$ cat src/rtl/lenet_l1_pkg.sv
// Shared types and defaults for the layer-1 front end (raster feeder and line buffer).
package lenet_l1_pkg;

    typedef enum logic [1:0] {
        IDLE  = 2'd0,
        FETCH = 2'd1,
        DRAIN = 2'd2,
        DONE  = 2'd3
    } rf_state_t;

    localparam int PIX_W        = 2;
    localparam int IMG_ROWS_DEF = 32;
    localparam int IMG_COLS_DEF = 32;
    localparam int PAD_W        = 1;

endpackage

$ cat src/rtl/rf_skid_buf.sv
// One-entry holding register for the pixel that was on the output when the stream stalled.
module rf_skid_buf #(
    parameter int DATA_WIDTH = 2
) (
    input  logic                  clk_sys,
    input  logic                  rst_b,
    input  logic                  load,
    input  logic                  clear,
    input  logic [DATA_WIDTH-1:0] din,
    output logic                  full,
    output logic [DATA_WIDTH-1:0] dout
);

    always_ff @(posedge clk_sys or negedge rst_b) begin
        if (!rst_b) begin
            full <= 1'b0;
            dout <= '0;
        end else if (load) begin
            full <= 1'b1;
            dout <= din;
        end else if (clear) begin
            full <= 1'b0;
        end
    end

endmodule

$ cat src/rtl/img_raster_feeder.sv
// Streams one image from a 1-cycle-latency RAM in raster order into the layer-1 line buffer.
// Defining RF_ZERO_PAD_EN wraps the frame in a 1-pixel zero border generated without RAM reads.
//
// state | meaning
// IDLE  | waiting for rf_start_i
// FETCH | issuing reads (or border slots) in raster order
// DRAIN | all slots issued, waiting for the eof pixel to be accepted
// DONE  | one-cycle rf_done_o pulse
module img_raster_feeder
    import lenet_l1_pkg::*;
#(
    parameter int DATA_WIDTH = PIX_W,
    parameter int IMG_ROWS   = IMG_ROWS_DEF,
    parameter int IMG_COLS   = IMG_COLS_DEF,
    parameter int ADDR_WIDTH = $clog2(IMG_ROWS*IMG_COLS)
) (
    input  logic                  rf_clk,
    input  logic                  rf_rst_b,
    input  logic                  rf_start_i,
    input  logic                  rf_stall_i,
    output logic                  rf_mem_rd_o,
    output logic [ADDR_WIDTH-1:0] rf_mem_addr_o,
    input  logic [DATA_WIDTH-1:0] rf_mem_data_i,
    output logic [DATA_WIDTH-1:0] rf_out_o,
    output logic                  rf_valid_o,
    output logic                  rf_sof_o,
    output logic                  rf_eol_o,
    output logic                  rf_eof_o,
    output logic                  rf_busy_o,
    output logic                  rf_done_o
);

`ifdef RF_ZERO_PAD_EN
    localparam int PAD = PAD_W;
`else
    localparam int PAD = 0;
`endif
    localparam int OUT_R = IMG_ROWS + 2*PAD;
    localparam int OUT_C = IMG_COLS + 2*PAD;
    localparam int N_PIX = IMG_ROWS*IMG_COLS;
    localparam int RW    = $clog2(OUT_R + 1);
    localparam int CW    = $clog2(OUT_C + 1);

    rf_state_t             state;
    logic                  busy_q, done_q;
    logic [ADDR_WIDTH-1:0] addr;
    logic                  pend_v, pend_pad;
    logic                  skid_full;
    logic [DATA_WIDTH-1:0] skid_data, live_d, pix_d;
    logic [RW-1:0]         o_row;
    logic [CW-1:0]         o_col;
    logic                  start_frame, issue, last_issue, slot_pad;
    logic                  pix_v, accept, o_last_row, o_last_col;

    assign start_frame = (state == IDLE) && rf_start_i;
    assign issue       = (state == FETCH) && !rf_stall_i && !skid_full;

`ifdef RF_ZERO_PAD_EN
    logic [RW-1:0] i_row;
    logic [CW-1:0] i_col;

    assign slot_pad   = (i_row == '0) || (i_row == RW'(OUT_R-1)) ||
                        (i_col == '0) || (i_col == CW'(OUT_C-1));
    assign last_issue = (i_row == RW'(OUT_R-1)) && (i_col == CW'(OUT_C-1));

    always_ff @(posedge rf_clk or negedge rf_rst_b) begin
        if (!rf_rst_b) begin
            i_row <= '0;
            i_col <= '0;
        end else if (start_frame) begin
            i_row <= '0;
            i_col <= '0;
        end else if (issue && !last_issue) begin
            if (i_col == CW'(OUT_C-1)) begin
                i_col <= '0;
                i_row <= i_row + 1'b1;
            end else begin
                i_col <= i_col + 1'b1;
            end
        end
    end
`else
    assign slot_pad   = 1'b0;
    assign last_issue = (addr == ADDR_WIDTH'(N_PIX-1));
`endif

    assign rf_mem_rd_o   = issue && !slot_pad;
    assign rf_mem_addr_o = addr;

    // Address saturates at the last pixel so trailing border slots never wrap it.
    always_ff @(posedge rf_clk or negedge rf_rst_b) begin
        if (!rf_rst_b) begin
            addr <= '0;
        end else if (start_frame) begin
            addr <= '0;
        end else if (rf_mem_rd_o && (addr != ADDR_WIDTH'(N_PIX-1))) begin
            addr <= addr + 1'b1;
        end
    end

    always_ff @(posedge rf_clk or negedge rf_rst_b) begin
        if (!rf_rst_b) begin
            pend_v   <= 1'b0;
            pend_pad <= 1'b0;
        end else begin
            pend_v   <= issue;
            pend_pad <= slot_pad;
        end
    end

    // The slot issued last cycle is presented straight from the RAM bus; a stalled one parks in the skid.
    assign live_d = pend_pad ? '0 : rf_mem_data_i;
    assign pix_v  = skid_full || pend_v;
    assign pix_d  = skid_full ? skid_data : (pend_v ? live_d : '0);
    assign accept = pix_v && !rf_stall_i;

    rf_skid_buf #(.DATA_WIDTH(DATA_WIDTH)) u_skid (
        .clk_sys (rf_clk),
        .rst_b   (rf_rst_b),
        .load    (pend_v && !skid_full && rf_stall_i),
        .clear   (skid_full && !rf_stall_i),
        .din     (live_d),
        .full    (skid_full),
        .dout    (skid_data)
    );

    assign o_last_row = (o_row == RW'(OUT_R-1));
    assign o_last_col = (o_col == CW'(OUT_C-1));

    always_ff @(posedge rf_clk or negedge rf_rst_b) begin
        if (!rf_rst_b) begin
            o_row <= '0;
            o_col <= '0;
        end else if (start_frame) begin
            o_row <= '0;
            o_col <= '0;
        end else if (accept) begin
            if (o_last_col) begin
                o_col <= '0;
                o_row <= o_last_row ? '0 : o_row + 1'b1;
            end else begin
                o_col <= o_col + 1'b1;
            end
        end
    end

    always_ff @(posedge rf_clk or negedge rf_rst_b) begin
        if (!rf_rst_b) begin
            state  <= IDLE;
            busy_q <= 1'b0;
            done_q <= 1'b0;
        end else begin
            case (state)
                IDLE: if (rf_start_i) begin
                    state  <= FETCH;
                    busy_q <= 1'b1;
                end
                FETCH: if (issue && last_issue) state <= DRAIN;
                DRAIN: if (accept && o_last_row && o_last_col) begin
                    state  <= DONE;
                    busy_q <= 1'b0;
                    done_q <= 1'b1;
                end
                DONE: begin
                    state  <= IDLE;
                    done_q <= 1'b0;
                end
                default: state <= IDLE;
            endcase
        end
    end

    assign rf_out_o   = pix_d;
    assign rf_valid_o = pix_v;
    assign rf_sof_o   = pix_v && (o_row == '0) && (o_col == '0);
    assign rf_eol_o   = pix_v && o_last_col;
    assign rf_eof_o   = pix_v && o_last_col && o_last_row;
    assign rf_busy_o  = busy_q;
    assign rf_done_o  = done_q;

endmodule

$ cat config.mk
export PLATFORM = sky130hd
export DESIGN_NAME = img_raster_feeder
export DESIGN_NICKNAME = d
export VERILOG_FILES = /design/src/rtl/lenet_l1_pkg.sv /design/src/rtl/rf_skid_buf.sv /design/src/rtl/img_raster_feeder.sv
export SDC_FILE = /design/constraint.sdc
export NUM_CORES = 1
export LEC_CHECK = 0
export CAP_MARGIN = 20
export CORE_AREA = 5 5 62 64
export CTS_CLUSTER_DIAMETER = 30
export DETAILED_ROUTE_END_ITERATION = 6
export DIE_AREA = 0 0 67 69
export GPL_TIMING_DRIVEN = 0
export PLACE_DENSITY = 0.84
export REMOVE_ABC_BUFFERS = 1
export SYNTH_ARGS = -nofsm -noshare
export SYNTH_HDL_FRONTEND = slang
export SYNTH_SLANG_ARGS = --single-unit
$ cat constraint.sdc
create_clock -name rf_clk -period 2.85 [get_ports rf_clk]
set_clock_uncertainty 0.1 [all_clocks]
set_input_delay 0.57 -clock rf_clk [delete_from_list [all_inputs] [get_ports rf_clk]]
set_output_delay 0.57 -clock rf_clk [all_outputs]
set_load 0.01 [all_outputs]
==> flow_summary.toml, run 1 <==
[timing]
setup_tns_ns = 0
hold_violations = 0
layout_min_cycle_time_ns = 2.671
slew_headroom_pct = 48.65
setup_violations = 0
worstMarginPinSlew_ns = 0.7595
fin_crit_sh_pct = 93.73
fmax_ghz = 0.3743
rsz0062_at_grt = "no"
maxSlewViolCount = 0

[placed_design]
post_dp_cell_area_mm2 = 0.001974
place_hpwl_mm = 2.640
gp_congestion = 0.8441
port_buffers = 24

[routing]
routedWlPerCell_um = 14.80
antenna_left = 0
drtIter0Drc = 103
remaining_drc_errors = 0
viasPerCell = 5.478
finalWirelength_mm = 3.745
vias = 1386
firstDrtPassIters = 5

[floorplanning]
die_area_mm2 = 0.004623
die_x_um = 67
start_util_pct = 51.18
io_pins = 25
placementRows = 21
core_mm2 = 0.003232
die_h_um = 69

[worst_setup_path]
required_ns = 2.18
crit_type = "flip-flop to primary output"
cp-start-kind = "flip-flop"
r2r_cells = 6
path_max_fanout = 8
cp-end-kind = "primary output"
worstPathArrival_ns = 2.00

[yosys]
syn_area_mm2 = 0.001654
ys_async_sr_fraction_pct = 100.0
postSynthAreaPerCell_um2 = 9.506
synth_edf_count = 0
ys_ff_latch = 30
synthCells = 174
yosys_warnings = 0
synthFlopType = "dfrtp_1"
synth.yosys.seq_area_share_pct = 45.39
ys_types = 40

[global_route]
grt_max_degree = 19
overflow = 0
grt_pass1_vias = 1371
grt_first_pass_wirelength_mm = 6.113
antenna_found_initial = 0
grt_usage_pct = 17.29

[clock_network]
clk_latency_ns = 0.35
cts.htree.levels = 2
cts_tree = "built"
clkTransAtPathRegs_ns = 0.10
cts_root_buf = "clkbuf_4"
numCtsBuffers = 5
cts.path.max_buffers = 2
postCtsHoldBufs = 0
clock-sinks = 30

[min_path]
hold_class = "flip-flop to flip-flop"
hold_depth = 1

[run]
max_cap_viol_count = 0

[power]
power_density_mw_per_mm2 = 705.8
power_uw = 1493
p_leak_uw = 0.001005
peakVddDrop_v = 0.0003417

[outcome]
status = "completed"

[finish]
drive_above_1_share_pct = 11.11
layout.nets = 222
areaGrowthSynthToFinish_pct = 27.91
final_cell_area_mm2 = 0.002116
diodes = 0
nFillCells = 274
==> stage by stage <==
step                      util (%)  hold slack [ns]  setup slack (ns)  cells
final                        65.47           0.4195            0.1786    253
after global routing         65.47           0.4570           0.04201    253
after CTS                    65.08           0.4191          0.003839    252
after detailed placement     61.09           0.3954          -0.08547    242
after global placement       59.89           0.3878          -0.09768    240
after floorplan                  -           0.1744            0.5349    170
==> power breakdown <==
part | leakage, uW | internal (uW) | total (uW) | switching, uW
Clock | 0.0000585 | 297 | 454 | 156
Sequential | 0.000399 | 495 | 560 | 65.0
Combinational | 0.000547 | 236 | 480 | 244
==> synth_stat cells (3+ instances only) <==
master,count,area share [%]
a21oi_1,8,2.4
a22o_1,3,1.6
and3_1,4,1.5
clkbuf_1,3,0.68
dfrtp_1,30,45
ha_1,10,7.6
inv_1,9,2.0
mux2i_1,3,1.8
nand2_1,17,3.9
nand3_1,8,2.4
nand4_1,6,2.3
nor2_1,24,5.4
o21ai_0,5,1.5
or3_1,3,1.1
xor2_1,10,5.3
==> registers in the layout (all words and copies together) (netlist names) <==
register,cells
u_skid.full,1
rf_done_o,1
u_skid.dout,2
o_row,6
rf_busy_o,1
o_col,6
state,2
pend_v,1
rf_mem_addr_o,10
==> cell families after synthesis <==
family	synth area share [%]
AOI/OAI and AO/OA	8.851
adders and majority gates	7.564
muxes	3.858
and+or+nand+nor	24.96
xor gates and xnor gates	6.354
DFF	45.39
buffers and inverters	3.025
==> routing by layer <==
| layer | routed length (um) | up-vias | share of wire, % | track usage, % |
|---|---|---|---|---|
| met3 | 154 | 7 | 4.1 | 4.383 |
| met4 | 85 | 0 | 2.3 | 10.14 |
| met2 | 1835 | 30 | 49 | 26.42 |
| met1 | 1669 | 678 | 45 | 21.60 |
| met5 | 0 | - | 0 | 0 |
| li1 | - | 671 | - | - |
==> worst paths after layout <==
kind | startpoint | endpoint | slack (ns)
max in group asynchronous | rf_rst_b | o_row[5] | 1.57
min in group asynchronous | rf_rst_b | rf_mem_addr_o[7] | 0.55
worst max-delay path | o_col[1] | rf_eof_o | 0.18
worst min-delay path | u_skid.dout[0] | u_skid.dout[0] | 0.42
worst max register to register | o_col[1] | state[1] | 0.50
worst min register to register | u_skid.dout[0] | u_skid.dout[0] | 0.42
==> layout by cell type (no fill, tap or decap), types with 2 or more instances in the layout <==
cell type        instances
or3_1                    3
xor2_1                  10
nand3_1                  8
dlymetal6s2s_1           2
dlygate4sd2_1            3
clkdlybuf4s50_1         19
ha_1                     9
o21ai_0                  5
a21oi_1                  8
a31oi_1                  2
nand2_1                 17
buf_4                    3
inv_1                    9
nor2_1                  24
clkbuf_4                 5
xnor2_1                  2
and3_1                   4
nor2b_1                  2
nor4_1                   2
mux2i_1                  3
bufinv_16                2
dfrtp_1                 29
mux2_2                   2
nand4_1                  6
a22o_1                   3
nor4b_1                  2
==> critical path: stages, from the launching register on <==
cell and delay, ns:
dfrtp_1 0.38, ha_2 0.21, nand3_2 0.10, or3b_4 0.44, nor3_1 0.24, dlygate4sd2_1 0.30
==> layout make-up <==
| class | count | area, um2 | share of cell area (%) |
|---|---|---|---|
| Clock buffer | 6 | 51.30 | 2.425 |
| Multi-Input combinational cell | 131 | 858.3 | 40.57 |
| Timing Repair Buffer | 29 | 302.8 | 14.31 |
| Sequential cell | 30 | 752.0 | 35.54 |
| Clock inverter | 2 | 60.06 | 2.839 |
| Inverter | 9 | 33.78 | 1.597 |
| Tap cell | 46 | 57.56 | 2.720 |
==> timing repair <==
| action | in CTS | in global routing |
|---|---|---|
| pin swaps | 0 | 0 |
| endpoints found under the setup margin | 4 | 2 |
| setup buffers | 2 | 1 |
| gates resized for setup | 6 | 2 |
| hold endpoints to repair | 0 | 0 |
No activity file was read; power rests on OpenSTA's default activity.
==> run 2, diff against run 1 <==
--- a/constraint.sdc
+++ b/constraint.sdc
@@ -4,2 +4,2 @@
 set_output_delay 0.57 -clock rf_clk [all_outputs]
-set_load 0.01 [all_outputs]
+set_load 0.005 [all_outputs]
==> run 2 against run 1 <==
Sequential share of layout area shrank 0.92 points. Total power is 1.9% higher. Worst setup slack worse by 0.11 ns. Critical path depth did not move. Via count is 2.5% higher. Worst hold slack improved by 0.00072 ns. Design area is 2.7% higher. Fmax fell by 3.8%. Count of clock-buffer cells in the layout unchanged. Sequential power hardly changed. Non-clock buffer count rose by 4. Sequential cell count stayed put. Critical path type unchanged. Highest routed layer unchanged.
==> flow_summary.toml, run 2 (synthesized netlist as in run 1, its figures left out) <==
[outcome]
status = "completed"

[timing]
finalWorstSetupSlack_ns = 0.07308
layout_min_cycle_time_ns = 2.777
slew_headroom_pct = 46.35
setup_tns_ns = 0
hold_violations = 0
setup_violations = 0
fin_crit_sh_pct = 97.44
worstMarginPinSlew_ns = 0.7936
fmax_ghz = 0.3601
rsz0062_at_grt = "no"
maxSlewViolCount = 0

[placed_design]
dp_slack_ns = -0.05034
port_buffers = 24
place_hpwl_mm = 2.640
place_inst = 242
gp_congestion = 0.8441

[clock_network]
clkTransAtPathRegs_ns = 0.10
clock-sinks = 30
numCtsBuffers = 5
cts_tree = "built"
postCtsHoldBufs = 0
clk_latency_ns = 0.35
cts.htree.levels = 2
cts.path.max_buffers = 2
cts_root_buf = "clkbuf_4"

[routing]
drtIter0Drc = 127
finalWirelength_mm = 3.895
viasPerCell = 5.529
firstDrtPassIters = 4
remaining_drc_errors = 0
routedWlPerCell_um = 15.16
antenna_left = 0
vias = 1421

[floorplanning]
die_area_mm2 = 0.004623
core_mm2 = 0.003232
placementRows = 21
die_x_um = 67
io_pins = 25
start_util_pct = 51.18
die_h_um = 69

[worst_setup_path]
cp-start-kind = "flip-flop"
cp-end-kind = "primary output"
path_max_fanout = 6
crit_type = "flip-flop to primary output"
worstPathArrival_ns = 2.11
required_ns = 2.18

[finish]
ff_latch_area_um2 = 752.0
nFillCells = 252
drive_above_1_share_pct = 15.17
largest_reg_flops = 10
final_cell_mix = "dfrtp_1 (29), nor2_1 (24), clkdlybuf4s50_1 (22)"
diodes = 0
multiInputGateArea_um2 = 884.6
layout.nets = 226
areaGrowthSynthToFinish_pct = 31.32
fin_cells = 257
final_common_cell = "dfrtp_1"

[run]
max_cap_viol_count = 0

[power]
p_leak_uw = 0.0009989
peakVddDrop_v = 0.0003453
power_density_mw_per_mm2 = 700.5

[global_route]
antenna_found_initial = 0
overflow = 0
grt_pass1_vias = 1360
grt_max_degree = 19
grt_usage_pct = 17.19
grt_first_pass_wirelength_mm = 6.085

[min_path]
hold_class = "flip-flop to flip-flop"
## run 2: metrics by stage
| stage | power (uW) | instance area [um2] | hold slack, ns | util (%) |
|---|---|---|---|---|
| final | 1521 | 2172 | 0.4202 | 67.21 |
| after global routing | 1612 | 2172 | 0.4578 | 67.21 |
| after CTS | 1478 | 2111 | 0.4191 | 65.31 |
| after detailed placement | 1012 | 1974 | 0.3954 | 61.09 |
| after global placement | 973.3 | 1936 | 0.3878 | 59.89 |
| after floorplan | 822.8 | 1638 | 0.1744 | - |
## run 2: final cells by class
type	instances	share of cell area (%)
timing repair buffer	33	15.32
multi-input combinational	131	40.73
inverter	9	1.555
sequential	30	34.62
tap	46	2.650
clock buffer	6	2.362
clock inverter	2	2.765
## run 2: critical path, stage by stage (launching register included)
cell,delay (ns)
dfrtp_1,0.41
ha_4,0.16
nand3_2,0.10
or3b_4,0.45
nor2_1,0.12
clkdlybuf4s50_1,0.52
## run 2: power breakdown
part / total, uW / leakage [uW] / internal (uW) / switching [uW]
Sequential: 563 / 0.000399 / 495 / 68.3
Combinational: 500 / 0.000541 / 256 / 245
Clock: 458 / 0.0000585 / 297 / 161
Total: 1520 / 0.000999 / 1050 / 474
## run 2: what timing repair did
action                     in CTS  in global routing
setup endpoints to repair       4                  4
resized for setup               5                  7
pin swaps                       0                  1
setup buffers                   2                  5
## run 2: worst paths after layout
path	from	end	slack [ns]	cells past startpoint
min in group asynchronous	rf_rst_b	rf_mem_addr_o[7]	0.55	1
min	u_skid.dout[0]	u_skid.dout[0]	0.42	1
min reg2reg	u_skid.dout[0]	u_skid.dout[0]	0.42	1
max	o_col[1]	rf_eol_o	0.07	5
max reg2reg	o_col[1]	state[1]	0.37	7
max in group asynchronous	rf_rst_b	o_row[5]	1.58	2
## run 2: per-layer routing
metal / GRT usage (%) / wire length, um / vias up
met1: 21.60 / 1723 / 693
met4: 9.459 / 104 / 0
met2: 26.53 / 1875 / 41
met5: 0 / 0 / -
met3: 4.221 / 191 / 10
li1: - / - / 677
